--- config.mk ---
export PLATFORM = sky130hd
export DESIGN_NAME = hazard_ctrl
export DESIGN_NICKNAME = d
export VERILOG_FILES = /design/src/rtl/hazard_ctrl.sv
export SDC_FILE = /design/constraint.sdc
export NUM_CORES = 1
export LEC_CHECK = 0
export ABC_AREA = 1
export CAP_MARGIN = 20
export CORE_MARGIN = 2
export CORE_UTILIZATION = 48
export CTS_BUF_LIST = sky130_fd_sc_hd__clkbuf_4 sky130_fd_sc_hd__clkbuf_8 sky130_fd_sc_hd__clkbuf_16
export DETAILED_ROUTE_END_ITERATION = 7
export PLACE_DENSITY = 0.86
export RECOVER_POWER = 50
export SYNTH_ARGS = -nofsm -noshare
export SYNTH_HDL_FRONTEND = slang
export SYNTH_SLANG_ARGS = --single-unit
--- constraint.sdc ---
create_clock -name clk -period 1.67 [get_ports clk]
set_input_delay 0.334 -clock clk [delete_from_list [all_inputs] [get_ports clk]]
set_output_delay 0.334 -clock clk [all_outputs]
set_load 0.02 [all_outputs]
--- src/rtl/hazard_ctrl.sv ---
// Pipeline sequencing controller: load-use stall insertion, memory-wait freeze,
// branch-redirect flush, stall performance counter and sticky memory-timeout flag.
module hazard_ctrl #(
    parameter int unsigned RF_SIZE  = 5,
    parameter int unsigned LOAD_LAT = 1,
    parameter int unsigned TIMEOUT  = 255,
    parameter int unsigned CNT_W    = 32
) (
    input  logic               clk,
    input  logic               rst,
    input  logic [6:0]         id_opcode_i,
    input  logic [RF_SIZE-1:0] id_rs1_i,
    input  logic [RF_SIZE-1:0] id_rs2_i,
    input  logic [RF_SIZE-1:0] ex_rd_i,
    input  logic               ex_mem_re_i,
    input  logic               mem_req_i,
    input  logic               mem_ready_i,
    input  logic               redirect_i,
    output logic               if_en_o,
    output logic               id_en_o,
    output logic               id_bubble_o,
    output logic               ex_en_o,
    output logic               mem_en_o,
    output logic               flush_if_o,
    output logic [1:0]         state_o,
    output logic [CNT_W-1:0]   stall_cnt_o,
    output logic               mem_timeout_o
);

    typedef enum logic [1:0] {
        StRun     = 2'b00,
        StLuStall = 2'b01,
        StMemWait = 2'b10,
        StBad     = 2'b11
    } state_e;

    localparam int unsigned RemW = 4;
    localparam logic [RemW-1:0] RemInit    = RemW'(LOAD_LAT - 1);
    localparam logic [15:0]     TimeoutVal = 16'(TIMEOUT);
    localparam bit              MultiLat   = (LOAD_LAT > 1);

    state_e            state_q, state_d;
    state_e            eff_state;
    logic [RemW-1:0]   rem_q, rem_d;
    logic [15:0]       wait_q, wait_d;
    logic              stall_act_q, stall_act_d;
    logic              timeout_q, timeout_d;
    logic [CNT_W-1:0]  cnt_q, cnt_d;

    logic rs1_used, rs2_used;
    logic hazard, freeze;
    logic if_en, id_en, id_bubble, ex_en, mem_en, flush_if;

    always_comb begin
        rs1_used = 1'b0;
        rs2_used = 1'b0;
        case (id_opcode_i)
            7'b0110011, 7'b0100011: begin
                rs1_used = 1'b1;
                rs2_used = 1'b1;
            end
            7'b0010011, 7'b0000011: rs1_used = 1'b1;
            default: ;
        endcase
    end

    assign hazard = ex_mem_re_i & (ex_rd_i != '0) &
                    ((rs1_used & (ex_rd_i == id_rs1_i)) | (rs2_used & (ex_rd_i == id_rs2_i)));
    assign freeze = mem_req_i & ~mem_ready_i;

    // MEM_WAIT behaves as whatever it interrupted once the memory answers.
    always_comb begin
        case (state_q)
            StLuStall: eff_state = StLuStall;
            StMemWait: eff_state = stall_act_q ? StLuStall : StRun;
            default:   eff_state = StRun;
        endcase
    end

    always_comb begin
        state_d     = state_q;
        rem_d       = rem_q;
        wait_d      = 16'd0;
        stall_act_d = 1'b0;
        timeout_d   = timeout_q;
        if_en       = 1'b1;
        id_en       = 1'b1;
        ex_en       = 1'b1;
        mem_en      = 1'b1;
        id_bubble   = 1'b0;
        flush_if    = 1'b0;

        if (freeze) begin
            if_en       = 1'b0;
            id_en       = 1'b0;
            ex_en       = 1'b0;
            mem_en      = 1'b0;
            state_d     = StMemWait;
            stall_act_d = (eff_state == StLuStall);
            wait_d      = (wait_q == 16'hFFFF) ? wait_q : wait_q + 16'd1;
            if (wait_d >= TimeoutVal) begin
                timeout_d = 1'b1;
            end
        end else if (redirect_i) begin
            flush_if  = 1'b1;
            id_bubble = 1'b1;
            rem_d     = '0;
            state_d   = StRun;
        end else if (eff_state == StLuStall) begin
            if_en     = 1'b0;
            id_bubble = 1'b1;
            if (rem_q <= 4'd1) begin
                rem_d   = '0;
                state_d = StRun;
            end else begin
                rem_d   = rem_q - 4'd1;
                state_d = StLuStall;
            end
        end else if (hazard) begin
            if_en     = 1'b0;
            id_bubble = 1'b1;
            rem_d     = RemInit;
            state_d   = MultiLat ? StLuStall : StRun;
        end else begin
            rem_d   = '0;
            state_d = StRun;
        end
    end

    assign cnt_d = if_en ? cnt_q : cnt_q + CNT_W'(1);

    always_ff @(posedge clk or posedge rst) begin
        if (rst) begin
            state_q     <= StRun;
            rem_q       <= '0;
            wait_q      <= 16'd0;
            stall_act_q <= 1'b0;
            timeout_q   <= 1'b0;
            cnt_q       <= '0;
        end else begin
            state_q     <= state_d;
            rem_q       <= rem_d;
            wait_q      <= wait_d;
            stall_act_q <= stall_act_d;
            timeout_q   <= timeout_d;
            cnt_q       <= cnt_d;
        end
    end

    // Nothing is allowed to advance while reset is held.
    assign if_en_o       = if_en & ~rst;
    assign id_en_o       = id_en & ~rst;
    assign ex_en_o       = ex_en & ~rst;
    assign mem_en_o      = mem_en & ~rst;
    assign id_bubble_o   = id_bubble & ~rst;
    assign flush_if_o    = flush_if & ~rst;
    assign state_o       = state_q;
    assign stall_cnt_o   = cnt_q;
    assign mem_timeout_o = timeout_q;

endmodule

# --- Word-level counts from Yosys, hierarchy flattened ---
# Cells that the tools add are included.
totals:
  ff_bits: 56
  in_bits: 28
  out_inout_bits: 41
  elab_cells: 62
classes:
  addsub: 3
  n_lt_le_gt_ge: 2
  eq_ne: 10
  muxes: 25
  bitwise_logic: 12
  reduce_logical: 4
op_table:
  columns: ["op", "count"]
  rows:
  - ["32-bit by 1-bit adder with 32-bit output (second input constant)", 1]
  - ["16-bit 2-to-1 mux", 2]
  - ["16-bit by 1-bit adder with 16-bit output (second input constant)", 1]
  - ["16-bit equality test (second input constant)", 1]
  - ["16-bit by 8-bit greater-or-equal comparator with 1-bit output (second input constant)", 1]
  - ["1-bit 2-to-1 mux", 16]
  - ["7-bit by 6-bit equality test with 1-bit output (second input constant)", 2]
  - ["4-bit 2-to-1 mux", 3]
  - ["5-bit equality test", 2]
  - ["1-bit AND", 9]
  - ["7-bit by 2-bit equality test with 1-bit output (second input constant)", 1]
  - ["7-bit by 5-bit equality test with 1-bit output (second input constant)", 1]
  - ["2-bit 2-to-1 mux", 3]
  - ["5-bit nonzero test", 1]
  - ["2-bit by 1-bit equality test with 1-bit output (second input constant)", 2]
  - ["4-bit by 1-bit less-or-equal comparator with 1-bit output (second input constant)", 1]
  - ["4-bit OR reduction", 1]
  - ["4-bit by 1-bit subtractor with 4-bit output (second input constant)", 1]
  - ["2-bit equality test (second input constant)", 1]
  - ["1-bit NOT", 2]
  - ["1-bit one-hot mux with 2 select lines", 1]
  - ["2-bit AND reduction", 1]
  - ["2-bit OR reduction", 1]
  - ["1-bit bitwise OR", 1]

# --- Depth between registers and ports, before layout ---
depth:
  word_depth: 11
  ltp_mapped: 13

# --- Least setup slack after synthesis ---
# Ideal clock, no wire load.
synth_path:
  kind: "register to output"
  from: "reg state_q[0], in the netlist state_o[0]"
  to: "out if_en_o"
  arrival_ns: 1.589
  required_time_ns: 1.336
  path_slack_ns: -0.253
  path_stages_with_launch: 11
  n_path_buf: 1
  cell_sequence: "dfrtp_1 inv_1 ha_1 a21oi_1 nor2_1 inv_1 nand2_2 nand2_4 nand2_4 buf_6 nor2_1"
synth_between:
  elab_chain_cells: 7
  elab_cells_between_ends: 8
synth_rtl:
  columns: ["item", "line", "rtl"]
  rows:
  - ["start: declaration", "42", "state_e state_q, state_d;"]
  - ["start signal: assignment", "134", "state_q <= StRun;"]
  - ["start signal: assignment", "141", "state_q <= state_d;"]
  - ["2-bit equality test / 2-bit by 1-bit equality test with 1-bit output (equally long branches)", "73", "case (state_q)"]
  - ["1-bit one-hot mux with 2 select lines *", "73", null]
  - ["2-bit by 1-bit equality test with 1-bit output *", "109", "end else if (eff_state == StLuStall) begin"]
  - ["1-bit 2-to-1 mux *", "109", null]
  - ["1-bit 2-to-1 mux *", "104", "end else if (redirect_i) begin"]
  - ["1-bit 2-to-1 mux *", "93", "if (freeze) begin"]
  - ["1-bit AND *", "151", "assign if_en_o = if_en & ~rst;"]
  - ["end: declaration", "19", "output logic if_en_o,"]
# Every way passes the cells marked *; elsewhere a longest branch is shown, timed or not.

# --- Worst setup path after layout ---
layout_path:
  from: "reg state_q[0], in the netlist state_o[0]"
  to: "out id_bubble_o"
layout_between:
  elab_chain_cells: 7
  elab_cells_between_ends: 8
layout_rtl:
  columns: ["item", "line", "rtl"]
  rows:
  - ["2-bit equality test / 2-bit by 1-bit equality test with 1-bit output (equally long branches)", "73", null]
  - ["1-bit one-hot mux with 2 select lines *", "73", null]
  - ["2-bit by 1-bit equality test with 1-bit output *", "109", null]
  - ["1-bit 2-to-1 mux *", "109", null]
  - ["1-bit 2-to-1 mux *", "104", null]
  - ["1-bit 2-to-1 mux *", "93", null]
  - ["1-bit AND *", "155", "assign id_bubble_o = id_bubble & ~rst;"]
  - ["end: declaration", "21", "output logic id_bubble_o,"]
# Marks and branches as above.

==> metrics.cfg <==
[clock_tree]
clock_sinks = 56
cts_root_buffer = clkbuf_8
clock_latency_ns = 0.32
cts_max_path_buffers = 2
cts_made_buffers = 5
h-tree-depth = 2
cts.clk_slew.worst_paths_ns = 0.10
postCtsHoldBufs = 0
cts_tree = built

[global_routing]
grt_max_degree = 57
grt_pass1_vias = 3999
grt_pass1_wl_um = 17700
grt_antenna_before_repair = 0
grt.overflow.total = 0
grtUsageTotal_pct = 25.1

[detailed_routing]
drc = 0
drtIter0Drc = 275
ant_nets = 0
wl_um = 10300
vias = 3907
firstDrtPassIters = 5
wl_per_cell_um = 13.7
vias_per_cell = 5.21

[synthesis]
ys_types = 34
synth_seq_cells = 56
netlist_area_um2 = 3820
syn_inst = 544
synth_area_leaders = dfrtp_1 (37%), nand2_1 (18%), nand3_1 (7.1%)
ys_seq_area_share_pct = 36.7
synth_top_area_share_pct = 36.7
syn_nets = 578
synth_area_per_cell_um2 = 7.02
synth_warnings = 0
synth_top_area_cell = dfrtp_1

[power_and_ir_drop]
seq_power_share_pct = 50.4
combPwrFrac_pct = 22.2
switching_power_mw = 0.885
switching_share_pct = 30.9
intPower_mw = 1.98
total_power_mw = 2.87
ir_worst_vdd_mv = 0.719
leakagePower_nw = 2.63
clkPwrFrac_pct = 27.3
power_density_nw_per_um2 = 570

[floorplanning]
die_height_um = 93.2
die-area_um2 = 8680
start_util_pct = 49.4
fp-row-count = 32
num_io_pins = 69
core_area_um2 = 7730
dieWidth_um = 93.2

[sta]
max_slew_margin_pct = 48.4
fin_worst_skew_ns = 0.00893
rsz0062_at_grt = true
timing.hold.ws_ns = 0.499
hold_viol_final = 0
finalSetupViolCount = 17
finalCritPeriodShare_pct = 116
layout_setup_ws_ns = -0.263
maxSlewViolCount = 0
min_period_ns = 1.93
fmax_ghz = 0.517
worstMarginPinSlew_ns = 0.774

[critical_path]
cp-end-kind = output port
cpPeakStageDelay_ns = 0.44
cp-startpoint = state_o[0]
cpLargestDelayFamily = flip-flops
path_common_cell = inv_2
critical_path_class = reg -> out
cp-start-kind = flip-flop
rr_startpoint = state_o[0]
crit_chain = inv_2 > ha_2 > nor2_2 > inv_2 > nand2_2 > o21a_1 > buf_6
worst-path-buf-inv = 3
crit_path_top_delay_cell = dfrtp_2
cp_data_arrival_time_ns = 1.60
critical_path_peak_fanout = 3
required_ns = 1.34

[final_layout]
nets = 681
antenna_cells = 0
syn2layout_area_growth_pct = 31.8
drive_above_1_share_pct = 18.2

[status]
outcome = complete, but fails checks
violations = setup timing

[min_path]
hp-class = reg -> reg
min_from = mem_timeout_o

[place]
hpwl_um = 7310
gp_congestion = 0.923
io_buffers = 67

[flow_run]
maxCapViolations = 0

[stage by stage]
step / setup WS [ns] / TNS, ns / area, um2 / cells / util [%]
final: -0.263 / -1.19 / 5030 / 750 / 65.1
after global routing: -0.345 / -5.77 / 5030 / 750 / 65.1
after CTS: -0.264 / -1.02 / 4890 / 743 / 63.3
after detailed placement: -0.904 / -21.86 / 4810 / 733 / 62.3
after floorplan: -0.134 / -0.134 / 3830 / 544 / -
after global placement: -0.830 / -18.42 / 4810 / 733 / 62.3
[sequential cells by signal, summed over array words and instances, names as in the netlist]
| signal | cells |
|---|---|
| stall_cnt_o | 32 |
| rem_q | 4 |
| wait_q | 16 |
| mem_timeout_o | 1 |
| state_o | 2 |
| stall_act_q | 1 |
[layout make-up]
class                   count  area [um2]
clock buffers               6        76.3
clock inverters             2        16.3
fillers                   640        2700
inverters                  57         218
multi-input cells         416        2240
flip-flops and latches     56        1410
well taps                 102         128
repair buffers            111         948
[what timing repair did]
action	CTS	global route
resized for setup	90	38
setup buffers	3	8
pin swaps	14	20
endpoints found under the setup margin	74	45
[layer usage]
| layer | track usage (%) | wire length, um | share of wire, % |
|---|---|---|---|
| met3 | 3.95 | 453 | 4.4 |
| met1 | 32.1 | 4280 | 41 |
| met4 | 10.3 | 254 | 2.5 |
| met5 | 0 | 0 | 0 |
| met2 | 42.4 | 5320 | 52 |
[power by group through the flow]
| stage | combinational, mW | clock [mW] | sequential (mW) |
|---|---|---|---|
| global route | 0.694 | 0.845 | 1.45 |
| global placement | 0.643 | 0 | 1.47 |
| floorplan | 0.259 | 0 | 1.54 |
| CTS | 0.625 | 0.795 | 1.44 |
| detailed placement | 0.661 | 0 | 1.47 |
| finish | 0.638 | 0.784 | 1.45 |
[placed cells by master, fill, tap and decap left out, drive strengths merged, types with 4 or more instances in the layout]
cell,synthesis,final
clkdlybuf4s50,0,12
xnor2,15,15
o21ai,6,6
dlygate4sd2,0,47
nand2,187,187
ha,6,6
a21oi,11,11
xor2,24,24
nand3b,6,6
dfrtp,56,56
buf,12,48
nor2,71,71
inv,57,56
nand4,10,10
clkbuf,3,8
nor4,4,4
nand3,55,55
nor3,14,14
[logic make-up (layout without fill, tap and decap cells)]
| kind of cell | Yosys count | count (layout) | share of synthesized area [%] |
|---|---|---|---|
| xor+xnor | 39 | 39 | 8.95 |
| simple gates | 349 | 349 | 41.0 |
| compound gates | 22 | 22 | 3.11 |
| fa+ha+maj | 6 | 6 | 1.97 |
| buf+inv | 72 | 176 | 8.26 |
| flops | 56 | 56 | 36.7 |
[final timing paths]
path                                    to  slack (ns)  depth (start not counted)
hold reg to reg              mem_timeout_o        0.50                          2
min in group asynchronous         rem_q[0]        0.82                          4
hold / removal               mem_timeout_o        0.50                          2
max in group asynchronous       state_o[0]        0.31                          4
setup reg to reg           stall_cnt_o[31]       -0.05                         10
setup / recovery               id_bubble_o       -0.26                          7
[tightest hold or removal path, cell delays in order, from the launching register on]
cell     delay (ns)
dfrtp_1        0.37
nor2_1         0.05
nand2_1        0.05
[synth_stat cells]
library cell / n
nor3_2: 1
dfrtp_1: 56
nand3_1: 54
nor2_4: 2
xnor2_1: 15
nand3_2: 1
xor2_1: 24
a21oi_1: 11
inv_2: 3
nand3b_1: 6
buf_4: 2
o21bai_1: 1
nor3_1: 11
nor2_1: 64
nand4_1: 10
inv_1: 54
nor4_1: 3
o21ai_1: 1
nor2_2: 5
or2_0: 1
nand2_4: 4
o22ai_1: 2
or2_1: 1
nand2_1: 179
nor4_2: 1
o21ai_0: 5
buf_2: 6
ha_1: 6
buf_6: 4
clkbuf_1: 3
nand2_2: 4
a31oi_1: 1
nor3_4: 2
o21a_1: 1
No activity file was read; power rests on OpenSTA's default activity.
